==> config.mk <==
export PLATFORM = sky130hd
export DESIGN_NAME = seven_seg_scan
export DESIGN_NICKNAME = d
export VERILOG_FILES = /design/src/rtl/seven_seg_scan.sv
export SDC_FILE = /design/constraint.sdc
export NUM_CORES = 1
export LEC_CHECK = 0
export ABC_AREA = 0
export BUFFER_PORTS_ARGS = -buffer_cell sky130_fd_sc_hd__buf_2
export CORE_MARGIN = 3
export CORE_UTILIZATION = 40
export CTS_CLUSTER_SIZE = 40
export DETAILED_ROUTE_END_ITERATION = 7
export GPL_ROUTABILITY_DRIVEN = 0
export PLACE_DENSITY_LB_ADDON = 0.12
export SLEW_MARGIN = 0
export SYNTH_ARGS = -nofsm -noshare
export SYNTH_HDL_FRONTEND = slang
export SYNTH_SLANG_ARGS = --single-unit
==> constraint.sdc <==
create_clock -name clk -period 4.9 [get_ports clk]
set_input_delay 0.245 -clock clk [delete_from_list [all_inputs] [get_ports clk]]
set_output_delay 0.245 -clock clk [all_outputs]
set_load 0.02 [all_outputs]
==> src/rtl/seven_seg_scan.sv <==
// seven_seg_scan: double-buffered, blanked, time-multiplexed common-anode 7-segment driver.
// Define LEADING_ZERO_BLANK_EN to darken leading-zero digits above digit 0.
module seven_seg_scan #(
    parameter int CLK_FREQ     = 100_000_000,
    parameter int REFRESH_HZ   = 1000,
    parameter int NUM_DIGITS   = 8,
    parameter int BLANK_CYCLES = 100
) (
    input  logic                    clk,
    input  logic                    rst,
    input  logic [4*NUM_DIGITS-1:0] value,
    input  logic [NUM_DIGITS-1:0]   dp_mask,
    input  logic                    value_valid,
    output logic                    value_ready,
    output logic                    CA,
    output logic                    CB,
    output logic                    CC,
    output logic                    CD,
    output logic                    CE,
    output logic                    CF,
    output logic                    CG,
    output logic                    DP,
    output logic [NUM_DIGITS-1:0]   AN,
    output logic                    frame_tick
);
    localparam int DIGIT_CYCLES = CLK_FREQ / REFRESH_HZ;
    localparam int CW = $clog2(DIGIT_CYCLES);
    localparam int IW = NUM_DIGITS > 1 ? $clog2(NUM_DIGITS) : 1;
    localparam logic [CW-1:0] BLANK_LAST = CW'(BLANK_CYCLES - 1);
    localparam logic [CW-1:0] DIGIT_LAST = CW'(DIGIT_CYCLES - 1);
    localparam logic [IW-1:0] IDX_LAST = IW'(NUM_DIGITS - 1);
    localparam logic [NUM_DIGITS-1:0] ONE = NUM_DIGITS'(1);
    localparam logic [0:0] BLANK = 1'b0;
    localparam logic [0:0] DRIVE = 1'b1;

    function automatic logic [6:0] seg_of(input logic [3:0] n);
        case (n)
            4'h0: seg_of = 7'h3F;
            4'h1: seg_of = 7'h06;
            4'h2: seg_of = 7'h5B;
            4'h3: seg_of = 7'h4F;
            4'h4: seg_of = 7'h66;
            4'h5: seg_of = 7'h6D;
            4'h6: seg_of = 7'h7D;
            4'h7: seg_of = 7'h07;
            4'h8: seg_of = 7'h7F;
            4'h9: seg_of = 7'h6F;
            4'hA: seg_of = 7'h77;
            4'hB: seg_of = 7'h7C;
            4'hC: seg_of = 7'h39;
            4'hD: seg_of = 7'h5E;
            4'hE: seg_of = 7'h79;
            default: seg_of = 7'h71;
        endcase
    endfunction

    logic [0:0]              state_q, state_d;
    logic [CW-1:0]           cnt_q, cnt_d;
    logic [IW-1:0]           idx_q, idx_d;
    logic [4*NUM_DIGITS-1:0] disp_q, disp_d, pend_q, pend_d;
    logic [NUM_DIGITS-1:0]   dpb_q, dpb_d, pdp_q, pdp_d;
    logic                    pend_full_q, pend_full_d;
    logic [6:0]              seg_q, seg_d;
    logic                    dp_q, dp_d;
    logic [NUM_DIGITS-1:0]   an_q, an_d;
    logic                    tick_q, tick_d;
    logic [NUM_DIGITS-1:0]   lz;
    logic                    slot_end, wrap, accept, lit;
    logic [3:0]              nib;

`ifdef LEADING_ZERO_BLANK_EN
    logic hi_zero;
    // A digit is dark when it and every digit above it hold zero; digit 0 never is.
    always_comb begin
        hi_zero = 1'b1;
        lz = '0;
        for (int i = NUM_DIGITS - 1; i > 0; i--) begin
            hi_zero = hi_zero & (disp_q[4*i +: 4] == 4'h0);
            lz[i] = hi_zero;
        end
    end
`else
    assign lz = '0;
`endif

    always_comb begin
        slot_end    = state_q == DRIVE && cnt_q == DIGIT_LAST;
        wrap        = slot_end && idx_q == IDX_LAST;
        accept      = value_valid && !pend_full_q;
        state_d     = state_q == BLANK ? (cnt_q == BLANK_LAST ? DRIVE : BLANK) : (slot_end ? BLANK : DRIVE);
        cnt_d       = slot_end ? '0 : cnt_q + 1'b1;
        idx_d       = slot_end ? (idx_q == IDX_LAST ? '0 : idx_q + 1'b1) : idx_q;
        pend_d      = accept ? value : pend_q;
        pdp_d       = accept ? dp_mask : pdp_q;
        pend_full_d = accept || (pend_full_q && !wrap);
        disp_d      = wrap && pend_full_q ? pend_q : disp_q;
        dpb_d       = wrap && pend_full_q ? pdp_q : dpb_q;
        nib         = disp_q[{idx_q, 2'b00} +: 4];
        lit         = state_q == DRIVE && !lz[idx_q];
        an_d        = lit ? ~(ONE << idx_q) : '1;
        seg_d       = lit ? ~seg_of(nib) : '1;
        dp_d        = lit ? ~dpb_q[idx_q] : 1'b1;
        tick_d      = wrap;
    end

    always_ff @(posedge clk) begin
        if (rst) begin
            state_q     <= BLANK;
            cnt_q       <= '0;
            idx_q       <= '0;
            disp_q      <= '0;
            dpb_q       <= '0;
            pend_q      <= '0;
            pdp_q       <= '0;
            pend_full_q <= 1'b0;
            seg_q       <= '1;
            dp_q        <= 1'b1;
            an_q        <= '1;
            tick_q      <= 1'b0;
        end else begin
            state_q     <= state_d;
            cnt_q       <= cnt_d;
            idx_q       <= idx_d;
            disp_q      <= disp_d;
            dpb_q       <= dpb_d;
            pend_q      <= pend_d;
            pdp_q       <= pdp_d;
            pend_full_q <= pend_full_d;
            seg_q       <= seg_d;
            dp_q        <= dp_d;
            an_q        <= an_d;
            tick_q      <= tick_d;
        end
    end

    assign {CG, CF, CE, CD, CC, CB, CA} = seg_q;
    assign DP          = dp_q;
    assign AN          = an_q;
    assign frame_tick  = tick_q;
    assign value_ready = ~pend_full_q;
endmodule

==> results of run 1 <==
critical path: stages (launching register included):
cell and delay [ns]:
dfxtp_1 0.88, mux4_2 0.59, mux2i_1 0.42, inv_1 0.16
ha_1 0.26, a2111oi_0 0.37, a31o_1 0.16, a31oi_1 0.04
logic make-up after synthesis:
family,after synthesis,synth area share [%]
AO/OA/AOI/OAI,100,11.2
XOR/XNOR,15,2.74
adder cells (fa/ha/maj),13,3.40
buffers and inverters,47,4.18
flip-flops,119,49.8
multiplexers,19,6.14
AND/OR/NAND/NOR,259,22.6
sequential cells by signal, indices dropped and copies added (netlist names):
name         count
cnt_q           17
seg_q            7
state_q          1
dpb_q            8
AN               8
pdp_q            8
frame_tick       1
pend_q          32
idx_q            3
DP               1
disp_q          32
pend_full_q      1
Yosys cell counts, types with 4 or more instances:
cell / n / share of area, %
buf_2: 13 / 1.4
nand4_1: 4 / 0.52
nor3_1: 5 / 0.52
xnor2_1: 7 / 1.3
mux2i_1: 8 / 1.7
mux4_2: 8 / 3.8
ha_1: 13 / 3.4
inv_1: 11 / 0.86
nand3_1: 14 / 1.5
dfxtp_1: 119 / 50
a21oi_1: 83 / 8.7
clkbuf_1: 19 / 1.5
xor2_1: 8 / 1.5
and2_1: 5 / 0.65
nor2_1: 28 / 2.2
nand2_1: 185 / 15
stage by stage:
stage          power (uW)  util (%)  setup slack, ns
2_1_floorplan        1070         -             2.45
4_1_cts              2410      50.0             1.86
6_report             2380      50.0             1.89
3_5_place_dp         1100      44.6             1.88
3_3_place_gp         1100      44.6             2.00
5_1_grt              2470      50.0             1.61
power by group:
group | switching (uW) | leakage (uW) | internal, uW | total (uW)
combinational | 44.9 | 0.000894 | 29.4 | 74.3
sequential | 12.8 | 0.000966 | 991 | 1000
clock | 409 | 0.000304 | 896 | 1300
layout by cell type, fill, tap and decap left out, types with 3 or more instances in the layout:
cell,Yosys,routed
inv_1,11,11
nand2_1,185,185
bufinv_16,0,4
ha_1,13,13
xor2_1,8,8
and2_1,5,5
nand3_1,14,14
nand2b_1,3,3
xnor2_1,7,7
a21oi_1,83,83
dfxtp_1,119,119
a31oi_1,3,3
nor3_1,5,4
nor2_1,28,28
buf_2,13,60
buf_4,2,5
nand4_1,4,4
clkbuf_16,0,17
o221ai_1,3,3
mux4_2,8,8
o21ai_0,3,3
clkbuf_8,0,4
mux2i_1,8,8
how the worst min path moves through the flow:
| stage | startpoint | endpoint | slack, ns | cells past startpoint |
|---|---|---|---|---|
| floorplan | dp_mask[0] | pdp_q[0] | 0.38 | 2 |
| global placement | dpb_q[7] | dpb_q[7] | 0.44 | 2 |
| detailed placement | dpb_q[1] | dpb_q[1] | 0.44 | 2 |
| CTS | value[22] | pend_q[22] | 0.05 | 3 |
| global route | value[16] | pend_q[16] | 0.06 | 3 |
| finish | value[22] | pend_q[22] | 0.07 | 3 |
metal layers:
metal / track usage, % / wire length (um) / up-vias
li1: - / - / 2002
met1: 21.4 / 4960 / 1756
met2: 24.8 / 4450 / 67
met3: 5.48 / 411 / 15
met4: 7.28 / 184 / 0
met5: 0 / 0 / -
final cells by class:
type,instances,area [um2],share of cell area [%]
tap,143,179,3.09
inverter,12,45.0,0.778
sequential,119,2380,41.2
clock inverter,8,145,2.51
multi-input combinational,406,2210,38.2
timing repair buffer,65,338,5.84
clock buffer,22,484,8.37
==> flow_summary.rst, run 1 <==
.. list-table::
   :header-rows: 1

   * - Metric
     - Value
   * - Finished layout cell area
     - 5790 um2
   * - Core region area
     - 11600 um2
   * - Synthesis warning total
     - 0
   * - Root buf cell
     - clkbuf_16
   * - Final TNS setup
     - 0 ns
   * - Slew headroom
     - 28.9%
   * - Critical path required time
     - 5.19 ns
   * - Worst Reg2Reg Path Length in Cells
     - 7
   * - Critical path data arrival time
     - 3.29 ns
   * - Fraction of the yosys area taken by sequential cells
     - 49.8%
   * - Setup violators final
     - 0
   * - Tcrit/Tclk final
     - 61.3%
   * - Post-synth EDFFs
     - 0
   * - Tightest Hold Check Type
     - primary input to register
   * - Count of different cell masters after synthesis
     - 41
   * - Placed cell count
     - 745
   * - DRC Markers
     - 0
   * - Synth async-reset ratio
     - 0%
   * - Via-to-Cell Ratio
     - 4.95
   * - Avg Synthesized Cell Area
     - 8.37 um2
   * - Most instantiated flip-flop cell in the synthesis netlist
     - dfxtp_1
   * - Maximum achievable frequency
     - 333 MHz
   * - Buffers added on ports
     - 60
   * - Clock slew at the register clock pins of the worst setup and hold paths
     - 0.05 ns
   * - Outcome
     - finished clean
   * - Termination of the worst setup path
     - seg_q[0]
   * - Clk buf depth
     - 2
   * - Worst-case hold slack
     - 0.0659 ns
   * - Static power due to leakage
     - 0.00216 uW
   * - H-tree levels
     - 4
   * - Largest net degree at the start of global routing
     - 90
   * - Pwr per Cell Area
     - 412 nW/um2
   * - Number of failing hold endpoints at the final stage
     - 0
   * - Hold buffer count at cts
     - 0
   * - Total Wirelength
     - 10.0 mm
   * - Antenna diode instance count
     - 0
   * - Layout area overhead
     - 20.9%
   * - Area of the mapped netlist
     - 4790 um2
   * - Clock tree from TritonCTS
     - yes
   * - Total vias in the final route
     - 3840
   * - Maximum net fanout on the critical path
     - 17
   * - Floorplan die width
     - 115 um
   * - Number of violations of the max-capacitance limit
     - 0
   * - First element of the critical path
     - idx_q[0]
   * - Startpoint type of the worst setup path
     - register
   * - Mapped Nets
     - 628
   * - IO Pins
     - 61
   * - Tightest Pin Transition
     - 1.04 ns
   * - Crit Path Category
     - register to register
   * - Setup repair after global routing missed its margin
     - false
   * - DRT Pass-1 Iters
     - 5
   * - Number of register bits inferred by synthesis
     - 119
   * - Final max-slew violation count
     - 0
   * - Worst IR drop on VDD
     - 0.206 mV
   * - Number of instances in the synthesized netlist
     - 572
   * - Setup slack on the worst flop-to-flop path
     - 1.89 ns
   * - Cell Count, Final, Fillers Out
     - 775
   * - Post-CTS resize count
     - 0
   * - Clock latency at the later pin of the worst-skew pair
     - 0.41 ns
   * - R2R Path End
     - seg_q[0]
   * - # nets final
     - 677
   * - Total CTS buffers
     - 17
   * - Final worst path period need
     - 3.01 ns
   * - Setup Buffers After CTS
     - 0
   * - HPWL after DPL
     - 6.76 mm
   * - Count of nets left with antenna violations after detail routing
     - 0
   * - Number of global-route vias before repair
     - 3650
   * - GR Util All Layers
     - 16.4%
   * - Worst clock skew on the final layout
     - 0.00774 ns
   * - Kind of capture point of the worst setup path
     - register
   * - Grt ovf
     - 0
   * - Fraction of final layout cells sized beyond drive strength 1
     - 16.8%
   * - Area enclosed by the die boundary
     - 13300 um2
   * - # fillers
     - 1118
   * - Y dimension of the die
     - 115 um
   * - FF-to-FF Start
     - idx_q[0]
   * - Initial detailed-routing violation count
     - 196
   * - Number of antenna violations at the first check in global routing
     - 0
   * - First-pass GRT wire length
     - 17.1 mm
   * - Instance area at placement
     - 5160 um2
   * - Initial Utilization
     - 41.4%
   * - Total clock sinks
     - 119
   * - Number of standard-cell rows in the floorplan
     - 39
   * - Routed WL per cell
     - 12.9 um
(Power assumes the default switching activity.)
==> inputs of run 2 (changes only) <==
--- a/config.mk
+++ b/config.mk
@@ -5,7 +5,7 @@
 export SDC_FILE = /design/constraint.sdc
 export NUM_CORES = 1
 export LEC_CHECK = 0
-export ABC_AREA = 0
+export ABC_AREA = 1
 export BUFFER_PORTS_ARGS = -buffer_cell sky130_fd_sc_hd__buf_2
 export CORE_MARGIN = 3
 export CORE_UTILIZATION = 40
==> constraint.sdc (replaced) <==
create_clock -name clk -period 3.2 [get_ports clk]
set_input_delay 0.16 -clock clk [delete_from_list [all_inputs] [get_ports clk]]
set_output_delay 0.16 -clock clk [all_outputs]
set_load 0.02 [all_outputs]
==> run 2 against run 1 <==
Net effect: count of clock-buffer cells in the layout is 2 higher; flip-flop and latch count unchanged; area after synthesis grew 8.1%; sequential power grew 55%; critical path type unchanged; critical endpoint is now seg_q[3].
==> flow_summary.rst, run 2 <==
.. list-table::
   :header-rows: 1

   * - Metric
     - Value
   * - Outcome
     - finished clean
   * - Setup slack on the worst flop-to-flop path
     - 0.88 ns
   * - Layout area overhead
     - 26.9%
   * - Clock slew at the register clock pins of the worst setup and hold paths
     - 0.05 ns
   * - IO Pins
     - 61
   * - Max stage delay on crit path
     - 0.60 ns
   * - Number of global-route vias before repair
     - 4445
   * - Most instantiated flip-flop cell in the synthesis netlist
     - dfxtp_1
   * - Setup repair after global routing missed its margin
     - false
   * - Via-to-Cell Ratio
     - 4.63
   * - HPWL after DPL
     - 7.64 mm
   * - Pwr per Cell Area
     - 550 nW/um2
   * - Portion of synthesized cell area occupied by the leading cell type
     - 46.0%
   * - Hold buffer count at cts
     - 41
   * - Final max-slew violation count
     - 0
   * - Fraction of final layout cells sized beyond drive strength 1
     - 12.9%
   * - Final TNS setup
     - 0 ns
   * - Worst clock skew on the final layout
     - 0.0180 ns
   * - Synth async-reset ratio
     - 0%
   * - Fraction of the yosys area taken by sequential cells
     - 46.0%
   * - Finished layout cell area
     - 6570 um2
   * - Core region area
     - 12300 um2
   * - Setup Buffers After CTS
     - 0
   * - Area of the mapped netlist
     - 5180 um2
   * - Avg Synthesized Cell Area
     - 6.95 um2
   * - # nets final
     - 893
   * - Most common library cell in the layout ignoring fill and taps
     - nor2_1
   * - Antenna diode instance count
     - 0
   * - Number of cells traversed by the worst hold path
     - 2
   * - Post-CTS resize count
     - 0
   * - Mapped Nets
     - 801
   * - Worst Reg2Reg Path Length in Cells
     - 10
   * - Clock latency at the later pin of the worst-skew pair
     - 0.42 ns
   * - Pwr Total
     - 3610 uW
   * - Worst-case hold slack
     - 0.0409 ns
   * - Maximum net fanout on the critical path
     - 14
   * - Chain of cells forming the critical path
     - inv_1 > nand3_1 > nand2_1 > o21ai_1 > inv_1 > ha_1 > nand3_1 > nand2_1 > nand2_1 > nand3_1
   * - Synth area leaders
     - dfxtp_1 46%, nor2_1 14%, nand2_1 13%, inv_1 5.0%, o21ai_0 4.4%
   * - Final worst path period need
     - 2.32 ns
   * - Total clock sinks
     - 119
   * - Count of different cell masters after synthesis
     - 28
   * - Number of failing hold endpoints at the final stage
     - 0
   * - Number of instances in the synthesized netlist
     - 745
   * - Kind of capture point of the worst setup path
     - register
   * - Largest net degree at the start of global routing
     - 82
   * - Floorplan die width
     - 120 um
   * - Clock tree from TritonCTS
     - yes
   * - H-tree levels
     - 4
   * - Buffers added on ports
     - 60
   * - Root buf cell
     - clkbuf_16
   * - Number of antenna violations at the first check in global routing
     - 0
   * - Hold Path Sink
     - state_q
   * - Static power due to leakage
     - 0.00316 uW
   * - Maximum achievable frequency
     - 430 MHz
   * - Y dimension of the die
     - 120 um
   * - Crit Path Category
     - register to register
   * - Total vias in the final route
     - 4715
   * - Total Wirelength
     - 11.8 mm
   * - Routed WL per cell
     - 11.6 um
   * - Biggest regs
     - disp_q (32), pend_q (32), cnt_q (17)
   * - Startpoint of the lowest-slack hold path
     - rst
   * - Worst IR drop on VDD
     - 0.298 mV
   * - Post-synthesis cell type with the largest combined area
     - dfxtp_1
   * - Initial Utilization
     - 42.0%
   * - Slew headroom
     - 24.8%
   * - Tightest Hold Check Type
     - primary input to register
   * - DRC Markers
     - 0
   * - Synthesis warning total
     - 0
   * - Startpoint type of the worst setup path
     - register
   * - DRT Pass-1 Iters
     - 5
   * - Number of register bits inferred by synthesis
     - 119
   * - Leading cell types in the layout, fill and taps excluded
     - 198 x nor2_1, 173 x nand2_1, 119 x dfxtp_1, 68 x inv_1, 60 x buf_2
   * - FF-to-FF Start
     - idx_q[1]
   * - Tightest Pin Transition
     - 1.13 ns
   * - Area enclosed by the die boundary
     - 14300 um2
   * - Initial detailed-routing violation count
     - 344
   * - Number of standard-cell rows in the floorplan
     - 40
   * - Critical path required time
     - 3.48 ns
   * - Tcrit/Tclk final
     - 72.6%
   * - Instance area at placement
     - 5560 um2
   * - Grt ovf
     - 0
   * - Critical path data arrival time
     - 2.61 ns
   * - Most common library cells after synthesis
     - 199 x nor2_1, 173 x nand2_1, 119 x dfxtp_1
   * - Post-synth EDFFs
     - 0
   * - Max stage delay cell, worst path
     - dfxtp_1
   * - GR Util All Layers
     - 17.2%
   * - Most numerous cell in the Yosys netlist
     - nor2_1
   * - Count of nets left with antenna violations after detail routing
     - 0
   * - Number of violations of the max-capacitance limit
     - 0
   * - R2R Path End
     - seg_q[3]
   * - Total CTS buffers
     - 17
   * - First-pass GRT wire length
     - 20.1 mm
   * - Setup violators final
     - 0
   * - Clk buf depth
     - 2
-- run 2: where the power goes --
group          switching (uW)  internal (uW)  total (uW)
Sequential               24.3           1530        1550
Combinational            81.2           79.7         161
Clock                     639           1260        1900
-- run 2: per-layer routing --
| metal | GRT usage, % | part of all wire, % | vias up |
|---|---|---|---|
| met5 | 0 | 0 | - |
| met2 | 26.8 | 46 | 107 |
| li1 | - | - | 2480 |
| met3 | 4.52 | 4.1 | 15 |
| met4 | 5.80 | 1.2 | 0 |
| met1 | 23.1 | 49 | 2113 |
-- run 2: area by class of cell --
class / instances / area (um2)
Tap cell: 168 / 210
Timing Repair Buffer: 106 / 761
Sequential cell: 119 / 2380
Fill cell: 1188 / 5740
Multi-Input combinational cell: 522 / 2350
Clock inverter: 8 / 121
Clock buffer: 24 / 472
Inverter: 71 / 267
-- run 2: cell families after synthesis --
logic type      Yosys count  synth area share (%)
buf+inv                 104                  8.53
fa+ha+maj                13                  3.14
simple gates            440                  34.7
flops                   119                  46.0
compound gates           61                  6.21
xor+xnor                  8                  1.35
-- run 2: worst max-delay path by stage --
stage,startpoint,endpoint,slack [ns],cells past startpoint
floorplan,idx_q[0],seg_q[3],1.42,11
global placement,idx_q[1],seg_q[3],1.09,10
CTS,idx_q[1],seg_q[3],0.89,10
global route,idx_q[1],seg_q[3],0.54,10
detailed placement,idx_q[1],seg_q[3],0.91,10
finish,idx_q[1],seg_q[3],0.88,10
-- run 2: critical path, delay by kind of cell, from the launching register on --
family	cells	cell delay [ns]
simple gates	6	0.53
compound gates	1	0.37
flops	1	0.60
buf+inv	2	0.47
fa+ha+maj	1	0.22
-- run 2: stage by stage --
step,worst slack (ns),util (%),cells
after floorplan,1.42,-,745
final,0.876,53.3,1018
after global placement,1.09,45.2,945
after global routing,0.536,53.3,1018
after CTS,0.894,53.3,1018
after detailed placement,0.907,45.2,945
